===== src/rtl/data_sram_ctrl_pkg.sv =====
// Shared types and helpers for the data-memory to asynchronous SRAM bridge:
// FSM encoding, latched request layout and the SRAM strobe bundle.
package data_sram_ctrl_pkg;

   localparam int REG_BUS_W = 32;
   localparam int SEL_W     = 4;
   localparam int CNT_W     = 4;

   typedef enum logic [1:0] {
      DSC_IDLE   = 2'd0,
      DSC_ACCESS = 2'd1,
      DSC_DONE   = 2'd2
   } dsc_state_e;

   typedef struct packed {
      logic                 we;
      logic [SEL_W-1:0]     sel;
      logic [REG_BUS_W-1:0] wdata;
   } dsc_req_t;

   typedef struct packed {
      logic             ce_n;
      logic             oe_n;
      logic             we_n;
      logic [SEL_W-1:0] be_n;
      logic             data_oe;
   } sram_strobe_t;

   localparam sram_strobe_t STROBE_IDLE = '{
      ce_n:    1'b1,
      oe_n:    1'b1,
      we_n:    1'b1,
      be_n:    4'hF,
      data_oe: 1'b0
   };

   // Strobe pattern for a given (next) state and wait count. The last ACCESS
   // cycle of a write releases WE while address and data stay driven.
   function automatic sram_strobe_t strobe_for(
      input dsc_state_e       st,
      input logic [CNT_W-1:0] cnt,
      input logic [CNT_W-1:0] last,
      input logic             we,
      input logic [SEL_W-1:0] sel
   );
      sram_strobe_t s;
      s = STROBE_IDLE;
      if (st == DSC_ACCESS) begin
         s.ce_n = 1'b0;
         s.be_n = ~sel;
         if (we) begin
            s.data_oe = 1'b1;
            s.we_n    = (cnt == last) ? 1'b1 : 1'b0;
         end else begin
            s.oe_n = 1'b0;
         end
      end else begin
         s = STROBE_IDLE;
      end
      return s;
   endfunction

endpackage


===== src/rtl/data_sram_ctrl.sv =====
// MEM-stage data port to word-wide asynchronous SRAM bridge. Latches one request,
// runs WAIT_CYCLES strobe cycles plus a sample/hold cycle, and stalls the pipeline meanwhile.
module data_sram_ctrl
   import data_sram_ctrl_pkg::*;
#(
   parameter int ADDR_W      = 20,
   parameter int WAIT_CYCLES = 2
) (
   input  logic                 clk,
   input  logic                 rst,
   input  logic                 mem_ce_i,
   input  logic                 mem_we_i,
   input  logic [SEL_W-1:0]     mem_sel_i,
   input  logic [REG_BUS_W-1:0] mem_addr_i,
   input  logic [REG_BUS_W-1:0] mem_data_i,
   input  logic                 pipe_hold_i,
   output logic [REG_BUS_W-1:0] mem_data_o,
   output logic                 stallreq_o,
   output logic [ADDR_W-1:0]    sram_addr_o,
   output logic [REG_BUS_W-1:0] sram_data_o,
   input  logic [REG_BUS_W-1:0] sram_data_i,
   output logic                 sram_data_oe_o,
   output logic                 sram_ce_n_o,
   output logic                 sram_oe_n_o,
   output logic                 sram_we_n_o,
   output logic [SEL_W-1:0]     sram_be_n_o
);

   localparam logic [CNT_W-1:0] WAIT_LAST = CNT_W'(WAIT_CYCLES);

   dsc_state_e           state_q, state_d;
   logic [CNT_W-1:0]     cnt_q, cnt_d;
   dsc_req_t             req_q, req_d;
   logic [ADDR_W-1:0]    addr_q, addr_d;
   logic [REG_BUS_W-1:0] rdata_q, rdata_d;
   sram_strobe_t         strobe_q, strobe_d;

   // Byte-offset bits and address bits above the SRAM word range are dropped (wrap).
   if (ADDR_W + 2 < REG_BUS_W) begin : g_addr_wrap
      logic unused_addr_bits;
      assign unused_addr_bits = ^{mem_addr_i[REG_BUS_W-1:ADDR_W+2], mem_addr_i[1:0]};
   end else begin : g_addr_full
      logic unused_addr_bits;
      assign unused_addr_bits = ^mem_addr_i[1:0];
   end

   // Next-state, wait counter, request latch and read-data capture.
   always_comb begin
      state_d = state_q;
      cnt_d   = cnt_q;
      req_d   = req_q;
      addr_d  = addr_q;
      rdata_d = rdata_q;
      case (state_q)
         DSC_IDLE: begin
            if (mem_ce_i) begin
               state_d     = DSC_ACCESS;
               cnt_d       = {CNT_W{1'b0}};
               req_d.we    = mem_we_i;
               req_d.sel   = mem_sel_i;
               req_d.wdata = mem_data_i;
               addr_d      = mem_addr_i[ADDR_W+1:2];
            end else begin
               state_d = DSC_IDLE;
            end
         end
         DSC_ACCESS: begin
            if (cnt_q == WAIT_LAST) begin
               state_d = DSC_DONE;
               if (!req_q.we) begin
                  rdata_d = sram_data_i;
               end else begin
                  rdata_d = rdata_q;
               end
            end else begin
               cnt_d = cnt_q + {{(CNT_W-1){1'b0}}, 1'b1};
            end
         end
         DSC_DONE: begin
            // The MEM stage still presents the finished request here; never re-accept it.
            if (pipe_hold_i) begin
               state_d = DSC_DONE;
            end else begin
               state_d = DSC_IDLE;
            end
         end
         default: begin
            state_d = DSC_IDLE;
         end
      endcase
      strobe_d = strobe_for(state_d, cnt_d, WAIT_LAST, req_d.we, req_d.sel);
   end

   // State, request and strobe registers with synchronous reset.
   always_ff @(posedge clk) begin
      if (rst) begin
         state_q  <= DSC_IDLE;
         cnt_q    <= {CNT_W{1'b0}};
         req_q    <= '{we: 1'b0, sel: {SEL_W{1'b0}}, wdata: {REG_BUS_W{1'b0}}};
         addr_q   <= {ADDR_W{1'b0}};
         rdata_q  <= {REG_BUS_W{1'b0}};
         strobe_q <= STROBE_IDLE;
      end else begin
         state_q  <= state_d;
         cnt_q    <= cnt_d;
         req_q    <= req_d;
         addr_q   <= addr_d;
         rdata_q  <= rdata_d;
         strobe_q <= strobe_d;
      end
   end

   // Stall request and MEM-stage read data, both forced quiet during reset.
   always_comb begin
      stallreq_o = 1'b0;
      mem_data_o = {REG_BUS_W{1'b0}};
      if (rst) begin
         stallreq_o = 1'b0;
         mem_data_o = {REG_BUS_W{1'b0}};
      end else begin
         case (state_q)
            DSC_IDLE:   stallreq_o = mem_ce_i;
            DSC_ACCESS: stallreq_o = 1'b1;
            DSC_DONE:   stallreq_o = 1'b0;
            default:    stallreq_o = 1'b0;
         endcase
         if ((state_q == DSC_DONE) && !req_q.we) begin
            mem_data_o = rdata_q;
         end else begin
            mem_data_o = {REG_BUS_W{1'b0}};
         end
      end
   end

   assign sram_addr_o    = addr_q;
   assign sram_data_o    = req_q.wdata;
   assign sram_data_oe_o = strobe_q.data_oe;
   assign sram_ce_n_o    = strobe_q.ce_n;
   assign sram_oe_n_o    = strobe_q.oe_n;
   assign sram_we_n_o    = strobe_q.we_n;
   assign sram_be_n_o    = strobe_q.be_n;

endmodule


===== config.mk =====
export PLATFORM = sky130hd
export DESIGN_NAME = data_sram_ctrl
export DESIGN_NICKNAME = d
export VERILOG_FILES = /design/src/rtl/data_sram_ctrl_pkg.sv /design/src/rtl/data_sram_ctrl.sv
export SDC_FILE = /design/constraint.sdc
export NUM_CORES = 1
export LEC_CHECK = 0
export CORE_MARGIN = 5
export CORE_UTILIZATION = 44
export DETAILED_ROUTE_END_ITERATION = 16
export PLACE_DENSITY = 0.86
export SLEW_MARGIN = 20
export SYNTH_ARGS = -nofsm -noshare
export SYNTH_HDL_FRONTEND = slang
export SYNTH_SLANG_ARGS = --single-unit

===== constraint.sdc =====
create_clock -name clk -period 7.6 [get_ports clk]
set_input_delay 2.28 -clock clk [delete_from_list [all_inputs] [get_ports clk]]
set_output_delay 2.28 -clock clk [all_outputs]
set_load 0.01 [all_outputs]

# Word level (Yosys, flattened, before mapping)
# Cells that the tools add are included.
# Widths: inputs -> output; s select.
# totals
output_inout_bits	93
ff_bits	103
# classes
eq_ne	5
n_reduce_logical	7
add_sub_neg	1
mux	17
bitwise	4
# ops
operator	count
$mux 37	2
$mux 32	2
$eq 4x2->1 const B	2
$mux 4	2
$mux 8	1
$pmux 4 s2	1
$pmux 2 s3	1
$mux 1	5
$add 4x1->4 const B	1
$eq 2x1->1 const B	2
$mux 2	2
$not 4->4	1
$not 1->1	3
$reduce_and 3->1	1
$reduce_or 3->1	1
$eq 2x2->1 const B	1
$logic_not 2->1	1
$pmux 1 s2	1
$reduce_and 2->1	1
$reduce_or 2->1	1
$logic_and 1x1->1	1
$logic_not 1->1	1

# Longest topological paths before layout
# depth
ltp_word	7
ltp_mapped	8

# Least setup slack after synthesis
# Ideal clock, no wire load.
# synth_timing
path_type	input-to-output
start	input port rst
end	output port mem_data_o[10]
required_time_ns	5.320
arrival_time_ns	3.357
path_buffers	2
stages	4
path_slack_ns	1.963
cell_sequence	clkbuf_1 nor4b_1 clkbuf_1 and2_1
# synth_via
elab_chain_cells	1
# synth_rtl
item	line_no	source
from (decl)	data_sram_ctrl.sv:10	input logic rst,
$mux 32	data_sram_ctrl.sv:117	if (rst) begin
to (decl)	data_sram_ctrl.sv:17	output logic [REG_BUS_W-1:0] mem_data_o,
# No other way between the ends.

# Worst setup path after layout
# layout_timing
start	input port rst
end	output port stallreq_o
# layout_via
elab_chain_cells	1
# layout_rtl
item	line_no	source
$mux 1	data_sram_ctrl.sv:117	
to (decl)	data_sram_ctrl.sv:18	output logic stallreq_o,
# No other way between the ends.

==> run_results.csv <==
group,metric,value,unit
status,status,"complete, no violations",
sta,max_freq,165,MHz
layout,multi_input_area,1620,µm²
global_route,grt_max_degree,99,
global_route,antenna_found_initial,0,
clock_network,insertion_delay,0.36,ns
sta,fin_setup_tns,0,ns
synthesis,synth.avg_cell_area,7.91,µm²
global_route,grt_pass1_wl,17.0,mm
worst_setup_path,cp_max_fo,98,
die,die_area,11200,µm²
sta,min_period,6.07,ns
sta,worst_pin_slew,0.981,ns
pwr,irDropWorstVdd,83.3,µV
die,core-area,9110,µm²
clock_network,cts_tree,"yes",
clock_network,numCtsBuffers,9,
synthesis,synth_area_leaders,"dfxtp_1, nand2_1, a21oi_1",
hold_path,min_path_type,"register to register",
worst_setup_path,setup.worst_path.start,"rst",
layout,nets,755,
place,place_inst,747,
pwr,leakage,2.13,nW
detailed_routing,wl_per_cell,13.7,µm
global_route,grt_use_total,18.4,%
worst_setup_path,r2r-start,"cnt_q[0]$_SDFF_PP0_",
clock_network,cts.clk_slew.worst_paths,0.09,ns
worst_setup_path,cp_cell_sequence,"buf_2, buf_4, nor2_1, clkdlybuf4s50_1",
synthesis,yosys_warnings,0,
hold_path,min_to,"rdata_q[21]$_SDFFE_PP0P_",
layout,final_util,64.9,%
layout,antenna_cells,0,
sta,clock_skew,0.0164,ns
global_route,overflow,0,
worst_setup_path,ff2ff_path_depth,7,
layout,layout.area.seq,2060,µm²
clock_network,clk_path_buf_depth,2,
synthesis,ys_seq_elements,103,
detailed_routing,via_per_inst,4.81,
layout,fillers,743,
clock_network,cts.htree.levels,3,
global_route,grt_pass1_vias,3668,
synthesis,syn-instance-count,513,
die,initial_core_util,44.5,%
worst_setup_path,cpPeakStageDelay,0.76,ns
hold_path,worstHoldPathCells,2,
layout,stdcell_count,764,
worst_setup_path,cp.arrival,3.79,ns
sta,setup_viol,0,
synthesis,synth_ff_type,"dfxtp_1",
clock_network,cts_root_buf,"clkbuf_8",
place,place_ws,1.51,ns
die,rows,35,
synthesis,synth-edff-count,0,
clock_network,cts_sinks,103,
sta,hold_viol_final,0,
sta,rsz0062_at_grt,"false",
detailed_routing,drtIter0Drc,163,
worst_setup_path,r2r_end,"rdata_q[4]$_SDFFE_PP0P_",
worst_setup_path,cp.required,5.32,ns
detailed_routing,num_vias,3676,
flow_run,max-cap-violations,0,
worst_setup_path,slowest_stage,"buf_4",
layout,layout-drive-gt1-share,4.13,%
pwr,powerDensity,183,nW/µm²
synthesis,synth_area,4060,µm²
synthesis,synth_top_cell_area_share,50.8,%
worst_setup_path,rrSetupSlack,5.36,ns
synthesis,ys_types,29,
sta,fin_ws,1.53,ns
clock_network,hold_buffers,0,
worst_setup_path,cp-start-kind,"primary input",
die,die_height,106,µm
place,portBuffers,185,
hold_path,hp-start,"rdata_q[21]$_SDFFE_PP0P_",
die,die_w,106,µm
place,hpwlAfterDp,7.39,mm
detailed_routing,routed_wirelength,10.5,mm
pwr,total_power,1.08,mW
place,gp_congestion,0.750,
synthesis,seq_area_frac_synth,50.8,%
sta,period_share,79.9,%
die,num_io_pins,198,
layout,syn2layout_area_growth,45.8,%
detailed_routing,final_antenna_net_count,0,
synthesis,async_reset_ff_share,0,%
worst_setup_path,endpoint_kind,"primary output",
synthesis,synth_largest_area_cell,"dfxtp_1",
sta,slew_violations,0,
clock_network,post_cts_resized,0,
worst_setup_path,path_class,"primary input to primary output",
detailed_routing,drc,0,
synthesis,synth_fp_nets,620,
clock_network,cts_setup_buffers,0,
detailed_routing,dr.pass1.iters,4,
sta,relSlewSlack,34.6,%
==> through the flow <==
stage	hold slack [ns]	area, µm²
after global routing	0.476	5910
after global placement	0.437	5690
after CTS	0.456	5900
after floorplan	0.432	4060
final	0.452	5910
after detailed placement	0.442	5690
==> worst max-delay path: cells and delay by family <==
family | cells | cell delay, ns
buffers and inverters | 3 | 1.40
AND/OR/NAND/NOR | 1 | 0.11
==> per-layer routing <==
layer  GRT usage [%]  vias up  part of all wire, %
met3            5.59       34                  8.3
met1            20.9     1632                   41
met2            30.9      142                   47
met5               0        -                    0
met4            9.99        0                  4.0
li1                -     1868                    -
==> cell type report <==
| cell class | count | area share (%) |
|---|---|---|
| Clock buffer | 9 | 2.09 |
| Clock inverter | 7 | 1.46 |
| Inverter | 2 | 0.127 |
| Multi-Input combinational cell | 343 | 27.3 |
| Sequential cell | 103 | 34.9 |
| Tap cell | 111 | 2.35 |
| Timing Repair Buffer | 189 | 31.8 |
==> registers in the layout (all words and copies together) (netlist names), 2 cells and up <==
name and cells:
state_q 2, rdata_q 32, sram_be_n_o 4, cnt_q 4, sram_data_o 32, req_q 5
sram_addr_o 20
==> logic make-up after synthesis <==
logic type,count (synthesis),share of synthesized area (%)
AO/OA/AOI/OAI,97,12.1
adder cells (fa/ha/maj),2,0.617
buffers and inverters,67,9.90
flip-flops,103,50.8
multiplexers,1,0.247
AND/OR/NAND/NOR,243,26.3
==> worst max-delay path by stage <==
stage / endpoint / slack [ns] / depth (start not counted)
floorplan: mem_data_o[10] / 1.96 / 4
global placement: stallreq_o / 1.53 / 4
detailed placement: stallreq_o / 1.51 / 4
CTS: stallreq_o / 1.51 / 4
global route: stallreq_o / 1.43 / 4
finish: stallreq_o / 1.53 / 4
==> cell usage after synthesis, types with 2 or more instances <==
| cell | number |
|---|---|
| nand2_1 | 182 |
| dfxtp_1 | 103 |
| a21oi_1 | 91 |
| and2_1 | 32 |
| buf_4 | 32 |
| clkbuf_1 | 17 |
| buf_1 | 7 |
| nor2_1 | 7 |
| buf_2 | 6 |
| nand3_1 | 5 |
| nor2b_1 | 5 |
| o21ai_0 | 4 |
| buf_6 | 3 |
| ha_1 | 2 |
| inv_1 | 2 |
| or3_1 | 2 |
==> power breakdown <==
group	internal (mW)	switching [mW]
clock	0.160	0.200
combinational	0.0883	0.0637
sequential	0.562	0.0116
==> cell usage in the layout, fill, tap and decap left out, drive strengths merged, types with 5 or more instances in the layout <==
cell type	n
clkdlybuf4s50	184
nand2	182
dfxtp	103
a21oi	91
and2	32
clkbuf	9
nor2	7
inv	6
nor2b	5
nand3	5
buf	5
Power figures use the tool's default switching activity.
